$ cat config.mk
export PLATFORM = sky130hd
export DESIGN_NAME = prefetch_unit
export DESIGN_NICKNAME = d
export VERILOG_FILES = /design/src/rtl/prefetch_unit.sv
export SDC_FILE = /design/constraint.sdc
export NUM_CORES = 1
export LEC_CHECK = 0
export BUFFER_PORTS_ARGS = -buffer_cell sky130_fd_sc_hd__buf_2
export CORE_ASPECT_RATIO = 0.8
export CORE_MARGIN = 1.5
export CORE_UTILIZATION = 45
export CTS_CLUSTER_SIZE = 24
export DETAILED_ROUTE_END_ITERATION = 7
export GPL_TIMING_DRIVEN = 0
export MAX_ROUTING_LAYER = met4
export PLACE_DENSITY = 0.62
export SKIP_LAST_GASP = 1
export SYNTH_ARGS = -nofsm -noshare
export SYNTH_HDL_FRONTEND = slang
export SYNTH_SLANG_ARGS = --single-unit
$ cat constraint.sdc
create_clock -name clk -period 4.75 [get_ports clk]
set_input_delay 0.475 -clock clk [delete_from_list [all_inputs] [get_ports clk]]
set_output_delay 0.475 -clock clk [all_outputs]
set_load 0.01 [all_outputs]
$ cat src/rtl/prefetch_unit.sv
// Sequential Avalon-MM instruction prefetcher feeding a {data, pc} queue; reads are throttled so a response always has a slot.
// Redirect flushes the queue and marks every in-flight read, including a stalled one, for discard.
module prefetch_unit #(
  parameter int          XLEN            = 32,
  parameter int          DEPTH           = 4,
  parameter int          MAX_OUTSTANDING = 2,
  parameter logic [31:0] RESET_PC        = 32'h0000_0000
) (
  input  logic            clk,
  input  logic            rst,
  output logic [XLEN-1:0] address,
  output logic            read,
  output logic [3:0]      byteenable,
  input  logic            waitrequest,
  input  logic            readdatavalid,
  input  logic [XLEN-1:0] agent_to_host,
  output logic            ins_valid,
  output logic [XLEN-1:0] ins_data,
  output logic [XLEN-1:0] ins_pc,
  input  logic            ins_ready,
  input  logic            redirect,
  input  logic [XLEN-1:0] redirect_pc
);

  localparam int CW = $clog2(DEPTH + 1);
  localparam int PW = $clog2(DEPTH);
  localparam logic [CW:0]   DEPTH_W = (CW + 1)'(DEPTH);
  localparam logic [CW-1:0] MAX_W   = CW'(MAX_OUTSTANDING);

  logic            r_read;
  logic [XLEN-1:0] r_address;
  logic [XLEN-1:0] r_fetch_pc;
  logic [XLEN-1:0] r_resp_pc;
  logic [CW-1:0]   r_occ;
  logic [CW-1:0]   r_out;
  logic [CW-1:0]   r_disc;
  logic [PW-1:0]   r_head;
  logic [PW-1:0]   r_tail;
  logic [XLEN-1:0] r_dat [DEPTH];
  logic [XLEN-1:0] r_pc  [DEPTH];

  logic            w_accept;
  logic            w_stalled;
  logic            w_push;
  logic            w_pop;
  logic            w_room;
  logic            w_load;
  logic [CW-1:0]   w_out_nxt;
  logic [CW-1:0]   w_occ_nxt;
  logic [CW-1:0]   w_disc_nxt;
  logic [XLEN-1:0] w_redir_pc;
  logic [XLEN-1:0] w_base;

  function automatic logic [PW-1:0] ptr_inc(input logic [PW-1:0] p);
    return (p == PW'(DEPTH - 1)) ? '0 : p + PW'(1);
  endfunction

  assign read       = r_read;
  assign address    = r_address;
  assign byteenable = 4'b1111;
  assign ins_valid  = (r_occ != '0) & ~redirect & ~rst;
  assign ins_data   = r_dat[r_head];
  assign ins_pc     = r_pc[r_head];

  always_comb begin
    w_accept   = r_read & ~waitrequest;
    w_stalled  = r_read & waitrequest;
    w_redir_pc = redirect_pc & ~XLEN'(3);
    w_push     = readdatavalid & ~redirect & (r_disc == '0);
    w_pop      = ins_valid & ins_ready;
    w_out_nxt  = r_out + CW'(w_accept) - CW'(readdatavalid);
    w_occ_nxt  = redirect ? '0 : r_occ + CW'(w_push) - CW'(w_pop);
    // A request stalled at redirect will still complete, so it joins the discard count.
    if (redirect)
      w_disc_nxt = w_out_nxt + CW'(w_stalled);
    else if (readdatavalid && (r_disc != '0))
      w_disc_nxt = r_disc - CW'(1);
    else
      w_disc_nxt = r_disc;
    w_room = (({1'b0, w_occ_nxt} + {1'b0, w_out_nxt}) < DEPTH_W) && (w_out_nxt < MAX_W);
    w_load = (~r_read | w_accept) & w_room;
    w_base = redirect ? w_redir_pc : r_fetch_pc;
  end

  always_ff @(posedge clk) begin
    if (rst) begin
      r_read     <= 1'b0;
      r_address  <= '0;
      r_fetch_pc <= XLEN'(RESET_PC);
      r_resp_pc  <= XLEN'(RESET_PC);
      r_occ      <= '0;
      r_out      <= '0;
      r_disc     <= '0;
      r_head     <= '0;
      r_tail     <= '0;
    end else begin
      if (~r_read | w_accept)
        r_read <= w_room;
      if (w_load)
        r_address <= w_base;
      r_fetch_pc <= w_load ? w_base + XLEN'(4) : w_base;
      r_occ      <= w_occ_nxt;
      r_out      <= w_out_nxt;
      r_disc     <= w_disc_nxt;
      // Responses return in order, so the next kept one always belongs to r_resp_pc.
      if (redirect) begin
        r_head    <= '0;
        r_tail    <= '0;
        r_resp_pc <= w_redir_pc;
      end else begin
        if (w_push) begin
          r_tail    <= ptr_inc(r_tail);
          r_resp_pc <= r_resp_pc + XLEN'(4);
        end
        if (w_pop)
          r_head <= ptr_inc(r_head);
      end
    end
  end

  always_ff @(posedge clk) begin
    if (w_push) begin
      r_dat[r_tail] <= agent_to_host;
      r_pc[r_tail]  <= r_resp_pc;
    end
  end

endmodule

==> results.yml, run 1 <==
status:
  outcome: "complete, no violations"
power_and_ir_drop:
  p_total_uw: 7800
  p_leak_uw: 0.00615
  powerDensity_nw_per_um2: 450
  ir_drop_v: 0.000263
timing:
  hold_viol_final: 0
  finClkSkew_ps: 11.4
  max_slew_margin: 0.415
  whs_ps: 164
  slew_viol_final: 0
  fmax_mhz: 223
  setup_viol: 0
  worst_pin_slew_ps: 877
  finalCritPeriodShare: 0.946
  setup_ws_ps: 257
  period_needed_ps: 4490
  rsz0062_at_grt: "no"
clocking:
  htreeDepth: 2
  worstSkewPairLatency_ps: 530
  cts-root-buf: "clkbuf_16"
  tritoncts: "done"
  numClockSinks: 358
  clk_pin_slew_ps: 60
  cts_hold_buf: 0
  clockBufferDepth: 3
  cts_buffers: 37
floorplan:
  core-area_um2: 31600
  num_io_pins: 172
  dieWidth_um: 204
  die_area_um2: 33500
  die_h_um: 164
  placementRows: 58
  initial_core_util: 0.461
final_layout:
  fin_nets: 1263
  ff_latch_area_um2: 9650
  n_antenna_cell: 0
  final_core_util: 0.548
  drive_above_1_share: 0.279
  syn2layout_area_growth_pct: 19.0
  n_fill_cell: 2677
  multi_input_area_um2: 4610
synthesis:
  ys.flop_type: "edfxtp_1"
  ys_types: 69
  synth_top_area_frac: 0.511
  ys_seq_area_frac: 0.662
  synth-edff-count: 248
  synth_area_leader_cell: "edfxtp_1"
  synthCells: 964
  synth_commonest_cells: "edfxtp_1 (248), dfxtp_1 (110), nor2_1 (85)"
  ys_seq_elements: 358
  syn_area_per_cell_um2: 15.1
  synth_most_common_cell: "edfxtp_1"
  ys_async_sr_fraction: 0
  synthesis.area_um2: 14600
  synth.yosys.warnings: 0
  synth.area.top_cells: "edfxtp_1 (51%), dfxtp_1 (15%), mux4_2 (9.6%)"
worst_setup_path:
  path_common_cell: "buf_2"
  required_ps: 5150
  worstPathMaxFanout: 10
  crit_path_start: "redirect"
  reg2reg_slack_ps: 450
  criticalPathCategory: "primary input to flip-flop"
  cp-end-kind: "flip-flop"
  crit_path_top_delay_cell: "fa_1"
  reg2reg_from: "r_disc[0]$_SDFFE_PP0P_"
  crit_arrival_ps: 4890
  critPathMaxStageDelay_ps: 370
  startpoint_type: "primary input"
  cp_cell_sequence: "buf_2 > buf_6 > buf_8 > buf_2 > clkbuf_4 > buf_4 > nor2_4 > inv_1 > ha_1 > inv_1 > ha_1 > fa_1 > xnor2_1 > nor2_1 > ha_1 > nor4b_2 > and4_1 > buf_2 > buf_2 > nand3_1 > nor3b_1 > nor3_1"
drt:
  drt_iter0_drc: 717
  vias: 8947
  routed_wl_mm: 34.2
  ant_nets: 0
  wl_per_cell_um: 21.1
  via_per_inst: 5.52
  first_pass_iters: 5
  drc_errors: 0
worst_hold_path:
  hp-start: "agent_to_host[11]"
  worstHoldPathType: "primary input to flip-flop"
placed_design:
  io_buffers: 162
  dp_slack_ps: -987
  dp.final_hpwl_mm: 23.3
  gp_congestion: 0.866
global_routing:
  overflow: 0
  grtUsageTotal: 0.215
  grt_pass1_vias: 8803
  grt_max_degree: 57
  antenna_found_initial: 0
  grt_pass1_wl_mm: 52.5
flow_run:
  maxCapViolations: 0
==> logic make-up (layout without fill, tap and decap cells) <==
kind of cell / count (synthesis) / count (layout) / synth area share
XOR/XNOR: 44 / 44 / 0.0274
multiplexers: 92 / 92 / 0.117
buffers and inverters: 82 / 316 / 0.0254
adder cells (fa/ha/maj): 19 / 19 / 0.0173
AO/OA/AOI/OAI: 119 / 119 / 0.0608
flip-flops: 358 / 358 / 0.662
other: 2 / 6 / 0.000515
AND/OR/NAND/NOR: 248 / 248 / 0.0900
==> path summary, 6_finish.rpt <==
kind	end	cells past startpoint
setup / recovery	r_fetch_pc[17]$_SDFF_PP0_	22
hold / removal	r_dat[2][11]$_DFFE_PP_	1
setup reg to reg	r_fetch_pc[17]$_SDFF_PP0_	20
hold reg to reg	r_fetch_pc[0]$_SDFF_PP0_	1
==> state kept, by name (all words and copies together), names as in the netlist, named ones only <==
register and flops:
address 32, r_occ 3, read 1, r_fetch_pc 32, r_resp_pc 30, r_disc 3
r_tail 2, r_dat 128, r_pc 120, r_out 3, r_head 2
==> metal layers <==
metal	up-vias	wire length [um]	global-route usage	part of all wire
li1	4136	-	-	-
met5	-	0	-	0
met3	43	2090	0.0325	0.061
met4	0	622	0.0505	0.018
met1	4459	16300	0.315	0.48
met2	309	15200	0.315	0.44
==> stage by stage <==
step / area [um2] / instances / setup TNS [ps]
after global placement: 15900 / 1550 / -97370
final: 17300 / 1622 / 0
after detailed placement: 16100 / 1554 / -43020
after CTS: 17300 / 1621 / 0
after floorplan: 14600 / 968 / 0
after global routing: 17300 / 1622 / 0
==> final cells by class <==
cell class              instances  area share
repair buffers                167      0.0535
multi-input cells             528       0.266
clock inverters                12     0.00938
inverters                      21     0.00455
flip-flops and latches        358       0.556
well taps                     420      0.0303
clock buffers                  55      0.0620
plain buffers                  61      0.0178
==> what timing repair did <==
item,CTS,global route
setup buffers,0,1
resized for setup,7,10
endpoints found under the setup margin,46,49
pin swaps,0,1
==> power breakdown <==
| group | switching (uW) | internal [uW] |
|---|---|---|
| Combinational | 756 | 478 |
| Clock | 1180 | 1740 |
| Sequential | 103 | 3550 |
| Total | 2040 | 5770 |
==> layout by cell type (no fill, tap or decap), types with 5 or more instances in the layout <==
cell type | netlist | final
a211oi_1 | 49 | 49
a21boi_0 | 6 | 6
a21oi_1 | 24 | 24
a311oi_1 | 5 | 5
and2_1 | 9 | 5
and3_1 | 9 | 9
and4_1 | 6 | 6
buf_1 | 12 | 8
buf_2 | 8 | 169
buf_4 | 9 | 10
clkbuf_1 | 30 | 39
clkbuf_16 | 0 | 38
clkbuf_8 | 0 | 6
clkinv_2 | 0 | 5
conb_1 | 2 | 6
dfxtp_1 | 110 | 110
edfxtp_1 | 248 | 248
ha_1 | 17 | 17
inv_1 | 20 | 20
mux2i_1 | 27 | 27
mux4_2 | 62 | 62
nand2_1 | 39 | 39
nand3_1 | 20 | 20
nand4_1 | 17 | 17
nand4b_1 | 11 | 11
nor2_1 | 85 | 83
nor2b_1 | 10 | 10
nor3_1 | 14 | 14
nor4_1 | 5 | 5
xnor2_1 | 18 | 18
xor2_1 | 25 | 25
==> worst max-delay path, delay by kind of cell <==
family        cells  cell delay, ps
xor+xnor          1             220
fa+ha+maj         4            1120
buf+inv          10            1740
simple gates      7            1320
Power figures use the tool's default switching activity.
==> inputs of run 2 (changes only) <==
--- a/config.mk
+++ b/config.mk
@@ -9,6 +9,7 @@
 export CORE_ASPECT_RATIO = 0.8
 export CORE_MARGIN = 1.5
 export CORE_UTILIZATION = 45
+export CTS_BUF_LIST = sky130_fd_sc_hd__clkbuf_8
 export CTS_CLUSTER_SIZE = 24
 export DETAILED_ROUTE_END_ITERATION = 7
 export GPL_TIMING_DRIVEN = 0
==> run 2 against run 1 <==
Against the previous run: core utilization shrank 0.48 points; critical path type unchanged; global-route usage grew 0.098 points; critical path depth shrank 2; setup slack gained 19 ps; highest routed layer unchanged; die area is the same; final cell count grew 2.3%.
==> results.yml, run 2 (synthesis gave the netlist of run 1 again) <==
drt:
  ant_nets: 0
  drt_iter0_drc: 620
  wl_per_cell_um: 20.7
  drc_errors: 0
  routed_wl_mm: 34.3
  via_per_inst: 5.42
  vias: 8990
  first_pass_iters: 5
global_routing:
  grtUsageTotal: 0.216
  grt_pass1_wl_mm: 52.8
  grt_max_degree: 57
  overflow: 0
  antenna_found_initial: 0
  grt_pass1_vias: 8992
clocking:
  cts_hold_buf: 0
  cts-root-buf: "clkbuf_8"
  post_cts_buffers: 0
  tritoncts: "done"
  cts_buffers: 56
  numClockSinks: 358
  clockBufferDepth: 3
  htreeDepth: 2
  clk_pin_slew_ps: 60
  worstSkewPairLatency_ps: 620
worst_setup_path:
  cp-end-kind: "flip-flop"
  required_ps: 5230
  reg2reg_depth: 18
  criticalPathCategory: "primary input to flip-flop"
  crit_arrival_ps: 4960
  startpoint_type: "primary input"
  worstPathMaxFanout: 10
worst_hold_path:
  min_path_cells: 1
  worstHoldPathType: "primary input to flip-flop"
final_layout:
  top_register: "r_dat"
  n_fill_cell: 2702
  drive_above_1_share: 0.287
  largest_reg_flops: 128
  stdcell_area_um2: 17200
  syn2layout_area_growth_pct: 17.9
  n_antenna_cell: 0
  layout_commonest_cell: "edfxtp_1"
  fin_nets: 1281
  largestRegisters: "r_dat: 128 flops, r_pc: 120 flops"
  mostFrequentLayoutCells: "edfxtp_1 (248), buf_2 (171), dfxtp_1 (110), nor2_1 (83), clkbuf_8 (64)"
power_and_ir_drop:
  p_total_uw: 7370
  ir_drop_v: 0.000231
  powerDensity_nw_per_um2: 429
  p_leak_uw: 0.00618
placed_design:
  io_buffers: 162
  gp_congestion: 0.866
  place_area_um2: 16100
  dp.final_hpwl_mm: 23.3
timing:
  setup_viol: 0
  finalCritPeriodShare: 0.942
  finClkSkew_ps: 24.0
  hold_viol_final: 0
  fmax_mhz: 224
  rsz0062_at_grt: "no"
  period_needed_ps: 4470
  worst_pin_slew_ps: 863
  slew_viol_final: 0
  max_slew_margin: 0.425
floorplan:
  initial_core_util: 0.461
  die_h_um: 164
  dieWidth_um: 204
  placementRows: 58
  num_io_pins: 172
  core-area_um2: 31600
  die_area_um2: 33500
status:
  outcome: "complete, no violations"
flow_run:
  maxCapViolations: 0
[run 2: through the flow]
stage	hold slack [ps]	TNS [ps]	setup slack (ps)	utilization	instances
floorplan	429	0	399	-	968
global placement	443	-97370	-931	0.503	1550
detailed placement	449	-43020	-987	0.507	1554
CTS	42.1	0	50.6	0.543	1659
global route	55.0	0	56.9	0.543	1659
finish	80.4	0	277	0.543	1659
[run 2: worst paths after layout]
path	startpoint	endpoint	slack, ps
worst max register to register	r_disc[0]$_SDFFE_PP0P_	r_fetch_pc[28]$_SDFF_PP0_	390
worst min-delay path	agent_to_host[5]	r_dat[2][5]$_DFFE_PP_	80
worst max-delay path	redirect	r_fetch_pc[28]$_SDFF_PP0_	280
worst min register to register	r_fetch_pc[0]$_SDFF_PP0_	r_fetch_pc[0]$_SDFF_PP0_	460
[run 2: final cells by class]
type / instances / area (um2) / share of cell area
Buffer: 61 / 302 / 0.0175
Clock buffer: 64 / 881 / 0.0512
Clock inverter: 41 / 219 / 0.0127
Inverter: 21 / 78.8 / 0.00459
Multi-Input combinational cell: 528 / 4610 / 0.268
Sequential cell: 358 / 9650 / 0.561
Tap cell: 420 / 526 / 0.0306
Timing Repair Buffer: 166 / 921 / 0.0536
[run 2: routing by layer]
layer	vias up	wire length, um	track usage
li1	4178	-	-
met1	4466	16400	0.313
met2	289	15200	0.314
met3	57	2020	0.0359
met4	0	703	0.0615
met5	-	0	-
[run 2: timing repair]
item	4_1_cts	5_1_grt
resized for setup	6	8
endpoints found under the setup margin	33	49
endpoints found under the hold margin	0	0
[run 2: where the power goes]
part | switching [uW] | internal, uW
sequential | 102 | 3550
combinational | 757 | 469
clock | 1200 | 1290
total | 2060 | 5310
[run 2: worst max-delay path: stages]
cell and delay, ps:
buf_2 170, buf_6 180, buf_8 150, buf_2 220, clkbuf_4 250, buf_4 220
nor2_4 190, inv_1 60, ha_1 270, inv_1 40, ha_1 180, fa_1 370
xnor2_1 220, nor2_1 70, ha_1 300, nor4b_2 260, nand3_1 230, nor4_4 540
nand4b_1 190, mux2_1 340
